===== src/rtl/router_vc_input_buffer.sv =====
// -----------------------------------------------------------------------------
// router_vc_input_buffer
//
// Per-port input stage of the mesh router. Holds two virtual-channel FIFOs
// (VC0 = even, VC1 = odd). The router-wide polarity decides which VC each side
// may use in a given cycle. The link side writes VC ~polarity, and the crossbar
// side reads VC polarity, so a write and a read never touch the same VC.
//
// Optional feature (compile-time macro ROUTER_VC_HOPCNT_EN):
//   When defined, the 8-bit hop-count field at [HOP_LSB+7:HOP_LSB] is
//   incremented on enqueue and saturates at 8'hFF. When undefined, packets are
//   stored verbatim.
//
// Ports:
//   clk       router clock
//   reset     asynchronous, active-low reset
//   polarity  router polarity (link writes VC ~polarity, crossbar reads VC polarity)
//   si        upstream send strobe
//   di        upstream packet
//   ri        ready to upstream (link-side VC not full)
//   req       head of VC[polarity] valid toward the crossbar
//   dout      head of VC[polarity], zero when req is low
//   gnt       crossbar accepts dout this cycle
//   cnt0      occupancy of VC0 (registered)
//   cnt1      occupancy of VC1 (registered)
//   err       sticky protocol-error flag (wrong-phase or overflow send)
// -----------------------------------------------------------------------------
module router_vc_input_buffer #(
    parameter int DATA_WIDTH   = 64,
    parameter int BUFFER_DEPTH = 4,
    parameter int VC_BIT       = 63,
    parameter int HOP_LSB      = 48
) (
    input  logic                                  clk,
    input  logic                                  reset,
    input  logic                                  polarity,
    input  logic                                  si,
    input  logic [DATA_WIDTH-1:0]                 di,
    output logic                                  ri,
    output logic                                  req,
    output logic [DATA_WIDTH-1:0]                 dout,
    input  logic                                  gnt,
    output logic [$clog2(BUFFER_DEPTH+1)-1:0]     cnt0,
    output logic [$clog2(BUFFER_DEPTH+1)-1:0]     cnt1,
    output logic                                  err
);

    localparam int CW = $clog2(BUFFER_DEPTH + 1);
    localparam int PW = (BUFFER_DEPTH > 1) ? $clog2(BUFFER_DEPTH) : 1;
    localparam logic [CW-1:0] FULL_COUNT = CW'(BUFFER_DEPTH);
    localparam logic [PW-1:0] LAST_SLOT  = PW'(BUFFER_DEPTH - 1);

    // Storage and bookkeeping, indexed by VC number
    logic [DATA_WIDTH-1:0] mem    [2][BUFFER_DEPTH];
    logic [PW-1:0]         wr_ptr [2];
    logic [PW-1:0]         rd_ptr [2];
    logic [CW-1:0]         count  [2];

    logic                  link_vc;
    logic                  phase_ok;
    logic                  enq;
    logic                  deq;
    logic [7:0]            hop_cur;
    logic [7:0]            hop_next;
    logic [DATA_WIDTH-1:0] store_word;
    logic [DATA_WIDTH-1:0] head;

    // Depth need not be a power of two, so wrap by explicit compare
    function automatic logic [PW-1:0] next_ptr(input logic [PW-1:0] p);
        return (p == LAST_SLOT) ? '0 : p + PW'(1);
    endfunction

    // The link-side VC for this cycle is always the one not being read
    assign link_vc  = ~polarity;
    assign ri       = (count[link_vc] != FULL_COUNT);
    assign req      = (count[polarity] != '0);
    assign phase_ok = (di[VC_BIT] == link_vc);
    assign enq      = si & phase_ok & ri;
    assign deq      = gnt & req;

    // Head of the crossbar-side VC, forced to zero whenever nothing is offered
    assign head = mem[polarity][rd_ptr[polarity]];
    assign dout = req ? head : '0;

    assign cnt0 = count[0];
    assign cnt1 = count[1];

    // Hop-count handling. The default build rewrites the field with its own
    // value, which leaves the stored word identical to di.
    assign hop_cur = di[HOP_LSB +: 8];
`ifdef ROUTER_VC_HOPCNT_EN
    assign hop_next = (hop_cur == 8'hFF) ? 8'hFF : hop_cur + 8'd1;
`else
    assign hop_next = hop_cur;
`endif

    always_comb begin
        store_word                = di;
        store_word[HOP_LSB +: 8]  = hop_next;
    end

    // Packet storage carries no reset; dout is masked by req, so stale
    // contents are never visible
    always_ff @(posedge clk) begin
        if (enq) begin
            mem[link_vc][wr_ptr[link_vc]] <= store_word;
        end
    end

    // Pointers, counts and the sticky error flag. Enqueue and dequeue hit
    // different VCs, so both updates can land on the same edge without
    // contending for a count.
    always_ff @(posedge clk or negedge reset) begin
        if (!reset) begin
            for (int v = 0; v < 2; v++) begin
                wr_ptr[v] <= '0;
                rd_ptr[v] <= '0;
                count[v]  <= '0;
            end
            err <= 1'b0;
        end else begin
            if (enq) begin
                wr_ptr[link_vc] <= next_ptr(wr_ptr[link_vc]);
                count[link_vc]  <= count[link_vc] + CW'(1);
            end
            if (deq) begin
                rd_ptr[polarity] <= next_ptr(rd_ptr[polarity]);
                count[polarity]  <= count[polarity] - CW'(1);
            end
            // A send that is not accepted is either wrong-phase or an overflow
            if (si && !enq) begin
                err <= 1'b1;
            end
        end
    end

endmodule


===== config.mk =====
export PLATFORM = sky130hd
export DESIGN_NAME = router_vc_input_buffer
export DESIGN_NICKNAME = d
export VERILOG_FILES = /design/src/rtl/router_vc_input_buffer.sv
export SDC_FILE = /design/constraint.sdc
export NUM_CORES = 1
export LEC_CHECK = 0
export CORE_MARGIN = 2
export CORE_UTILIZATION = 63
export CTS_CLUSTER_DIAMETER = 60
export CTS_CLUSTER_SIZE = 12
export DETAILED_ROUTE_END_ITERATION = 8
export PLACE_DENSITY = 0.84
export SETUP_SLACK_MARGIN = 0.05
export SLEW_MARGIN = 40
export SYNTH_ARGS = -nofsm -noshare
export SYNTH_HDL_FRONTEND = slang
export SYNTH_SLANG_ARGS = --single-unit

===== constraint.sdc =====
create_clock -name clk -period 5.51 [get_ports clk]
set_clock_uncertainty 0.1 [all_clocks]
set_input_delay 1.102 -clock clk [delete_from_list [all_inputs] [get_ports clk]]
set_output_delay 1.102 -clock clk [all_outputs]
set_load 0.02 [all_outputs]

* Word level (Yosys, flattened, before mapping)
Memories as Yosys holds them, arrays and structs flattened.
Index checks and enable logic that the tools add are counted.
** Operators by class
- Reduce and logical (&&, ||, !) cells :: 6
- Mux-type cells :: 36
- Order comparisons :: 7
- Bitwise gates (word level) :: 8
- Equality and inequality tests :: 4
- $add $sub $neg :: 4
** Operator list (number)
- $mux W256 :: 1
- $mux W64 :: 4
- $bmux W64 S2 :: 1
- $demux W64 S2 :: 1
- $mux W3 :: 8
- $mux W2 :: 10
- $bwmux W6 :: 2
- $mux W6 :: 2
- $bwmux W4 :: 2
- $demux W3 S1 :: 2
- $ge A3 B3 Y1 const B :: 2
- $not A2 Y3 :: 2
- $add A2 B1 Y2 const B :: 2
- $demux W2 S1 :: 2
- $eq A2 B2 Y1 const B :: 2
- $ge A2 B2 Y1 const B :: 2
- $logic_and A1 B1 Y1 :: 4
- $lt A2 B1 Y1 const B :: 2
- $not A1 Y2 :: 2
- $add A3 B1 Y3 const B :: 1
- $and A1 B1 Y1 :: 3
- $lt A3 B1 Y1 const B :: 1
- $ne A3 B3 Y1 const B :: 1
- $reduce_bool A3 Y1 :: 1
- other kinds (5) :: 5
** Word-level totals
- Output and inout bits :: 73
- Memory bits (writable) :: 512
- Bits of input ports :: 69
- Memories kept :: 1
- Flip-flop bits (word level) :: 15
- Logic and storage cells :: 73
** Memory list
- mem :: depth 2, width 256, rd ports 1, clocked after Yosys merged registers in 0, write ports 1, RTL line 54 : logic [DATA_WIDTH-1:0] mem [2][BUFFER_DEPTH];

* Longest topological paths before layout
- Depth in word-level cells :: 11
- Depth in mapped cells :: 11
- Gate-level depth less buffers :: 6

* Worst setup path after synthesis
No wires, ideal clock.
- Path kind :: input-to-output
- Start point :: in polarity
- End point :: out dout[53]
- Slack :: 1239 ps
- Data arrival time :: 3069 ps
- Stages on the path :: 11
- Buffers on the path :: 5
- Path through :: buf_4 buf_6 buf_2 mux2i_1 ha_1 ha_1 inv_1 and2_1 buf_6 buf_6 a22o_1
** On the way
- Elaborated cells between the ends (all ways) :: 14
** RTL lines
- from (decl) :: RTL line 36 : input logic polarity,
- $not A1 Y2 (implied by the code) :: RTL line 76 : assign req = (count[polarity] != '0);
- $mux W3 (implied by the code) (3 in series) :: RTL line 76
- $reduce_bool A3 Y1 :: RTL line 76
- named net req :: RTL line 40 : output logic req,
- $mux W64 :: RTL line 83 : assign dout = req ? head : '0;
- to (decl) :: RTL line 41 : output logic [DATA_WIDTH-1:0] dout,
The timed path passes the listed nets, and every way through them passes these cells. The select of a mux whose other input is x is not followed.

* Worst setup path in the final report
- Start point :: in polarity
- End point :: out dout[38]
** On the way
- Word-level cells in the longest chain between the ends :: 9
- Elaborated cells between the ends (all ways) :: 14
** RTL lines
- $not A1 Y2 (implied by the code) :: RTL line 76, 82
- $mux W2 (implied by the code) (3 in series) :: RTL line 82 : assign head = mem[polarity][rd_ptr[polarity]];
- $not A2 Y3 (implied by the code) :: RTL line 82
- $bmux W64 S2 :: RTL line 82
- $mux W64 (implied by the code) (2 in series) :: RTL line 82
- $mux W64 * :: RTL line 83
Mark *: on every way between the ends. The rest lies on a longest branch, timed or not. The select of a mux whose other input is x is not followed.

==> results.json <==
{
  "met3_usage_pct": 3.92,
  "tightest_slew_ns": 0.776,
  "ys_seq_area_share_pct": 74.5,
  "worstPathArrival_ns": 3.36,
  "viasPerCell": 6.05,
  "syn_avg_cell_area_sq_um": 19.1,
  "finalHoldViolCount": 0,
  "yosys_register_bits": 527,
  "status": "completed",
  "use_met1_pct": 30.4,
  "finalCritPeriodShare_pct": 82.8,
  "die_w_um": 187,
  "dpl_worst_slack_ns": 0.961,
  "numClockSinks": 527,
  "post_cts_buffers": 0,
  "mostFrequentLayoutCells": "512 x edfxtp_1, 395 x mux2i_1, 140 x clkdlybuf4s50_1",
  "num_io_pins": 142,
  "busiest_layer": "met2",
  "yosys.area.top_type": "edfxtp_1",
  "crit_path_top_delay_cell": "clkdlybuf4s50_1",
  "ctsResizeCount": 0,
  "slew_violations": 0,
  "slew_headroom_pct": 48.3,
  "drive_gt1_share_pct": 7.22,
  "clk_latency_ns": 0.55,
  "min_path_type": "register to register",
  "fin_setup_tns_ns": 0,
  "drc_errors": 0,
  "p_total_mw": 11.9,
  "grtUsageTotal_pct": 23.8,
  "setup_slack_ns": 0.946,
  "setup_viol": 0,
  "yosysTopAreaCellShare_pct": 72.7,
  "p_leak_nw": 8.99,
  "worst_ep_required_time_ns": 4.31,
  "critPathBufInv": 4,
  "synth_cell_type_count": 29,
  "vias": 10400,
  "critPathKind": "primary input to output pin",
  "startpoint": "polarity",
  "routedWlPerCell_um": 24.1,
  "cts_hold_buf": 0,
  "syn_nets": 1184,
  "hold_start": "err$_DFFE_PN0P_",
  "p_per_area_mw_per_mm2": 486,
  "nets": 1341,
  "netlist_instances": 1107,
  "r2r_start": "cnt1[0]$_DFF_PN0_",
  "clock_path_buffers": 3,
  "port_buffers": 141,
  "cts_tree": "yes",
  "die_y_um": 187,
  "yosysWarnings": 0,
  "antenna_found_initial": 3,
  "grt_pass1_wl_um": 63100,
  "grt_pass1_vias": 10800,
  "grt_use_met2_pct": 41.9,
  "rsz0062_at_grt": "false",
  "cts_inserted_buffers": 50,
  "critical-path-max-stage-delay_ns": 0.63,
  "worstSetupStartpointType": "primary input",
  "crit_top_cell": "ha_1",
  "reg2reg_setup_slack_ns": 2.81,
  "final_common_cell": "edfxtp_1",
  "dp_hpwl_um": 22900,
  "period_minus_slack_ns": 4.56,
  "path_clk_slew_ns": 0.06,
  "wl_um": 41700,
  "synthTopCellsByArea": "edfxtp_1 73%, mux2i_1 19%, a22o_1 2.6%",
  "grt_start_max_net_pins": 83,
  "placementRows": 67,
  "clock-root-buffer": "clkbuf_16",
  "initialDrtViolationCount": 785,
  "crit_chain": "buf_6 > mux2i_1 > ha_1 > ha_1 > inv_1 > and2_2 > buf_12 > a22o_1 > clkdlybuf4s50_1",
  "postRouteAntennaNets": 0,
  "grt-ovfl-total": 0,
  "fmax_mhz": 219,
  "die_area_sq_mm": 0.0351,
  "peakVddDrop_mv": 0.363,
  "crit_fanout": 34,
  "worstSetupEndpointType": "output pin",
  "drt-pass1-iter-count": 5,
  "cp_top_family": "buffers and inverters",
  "place_congestion": 0.742,
  "initial_core_util_pct": 63.6,
  "cap_violations": 0,
  "syn2layout_area_growth_pct": 15.4,
  "syn-cell-area_sq_mm": 0.0212,
  "core_sq_mm": 0.0333,
  "cts-htree-levels": 2
}
per-layer routing:
metal	vias to the layer above	wire length [um]
li1	4696	-
met2	312	21400
met4	2	1160
met3	88	2270
met1	5333	16800
met5	-	13
synthesized netlist by cell type (all sizes together):
cell type and count:
a221o 2, dfrtp 15, mux2 6, and3b 3, xor2 1, nor2 3, xnor2 6, inv 6
and2 3, nand2 5, o21bai 1, edfxtp 512, mux2i 395, nand4b 2, a22o 64, clkbuf 2
ha 8, nand3b 1, nor2b 1, nor3b 1, and3 8, nand2b 2, a21oi 3, buf 57
final cells by class:
cell class	count	area, sq um
Clock inverter	4	26.3
Fill cell	1952	8860
Inverter	6	22.5
Clock buffer	58	1300
Tap cell	448	561
Multi-Input combinational cell	515	4990
Timing Repair Buffer	164	1750
Antenna cell	3	7.51
Sequential cell	527	15800
metrics by stage:
step	std cells	area, sq um	hold slack [ns]	utilization [%]
global placement	1660	23100	0.364	69.3
CTS	1722	24400	0.386	73.3
finish	1725	24400	0.385	73.4
global route	1723	24400	0.406	73.4
floorplan	1107	21200	0.344	-
detailed placement	1660	23100	0.373	69.4
worst reg2reg max path: stages, from the launching register on:
cell     delay, ns
dfrtp_1       0.41
mux2i_1       0.12
ha_1          0.29
nand2_1       0.20
and3_2        0.72
buf_4         0.49
worst paths after layout:
check / endpoint / depth (start not counted)
setup / recovery: dout[38] / 9
hold / removal: err$_DFFE_PN0P_ / 1
setup reg to reg: mem[1][121]$_DFFE_PP_ / 5
hold reg to reg: err$_DFFE_PN0P_ / 1
max in group asynchronous: rd_ptr[2]$_DFFE_PN0P_ / 1
min in group asynchronous: wr_ptr[1]$_DFFE_PN0P_ / 1
flip-flops by register name, summed over array words and instances, names as in the netlist:
register	cells
err	1
cnt0	3
cnt1	3
wr_ptr	4
rd_ptr	4
mem	512
where the power goes:
group | internal (mW) | total (mW) | switching [mW]
clock network | 1.64 | 2.96 | 1.32
logic | 1.87 | 3.97 | 2.11
registers | 4.69 | 4.93 | 0.241
cells by family after synthesis:
kind of cell / count (synthesis) / share of synthesized area [%]
buf+inv: 65 / 2.05
fa+ha+maj: 8 / 0.473
simple gates: 29 / 0.870
compound gates: 70 / 2.85
mux: 401 / 19.0
xor+xnor: 7 / 0.290
flops: 527 / 74.5
No activity file was read; power rests on OpenSTA's default activity.
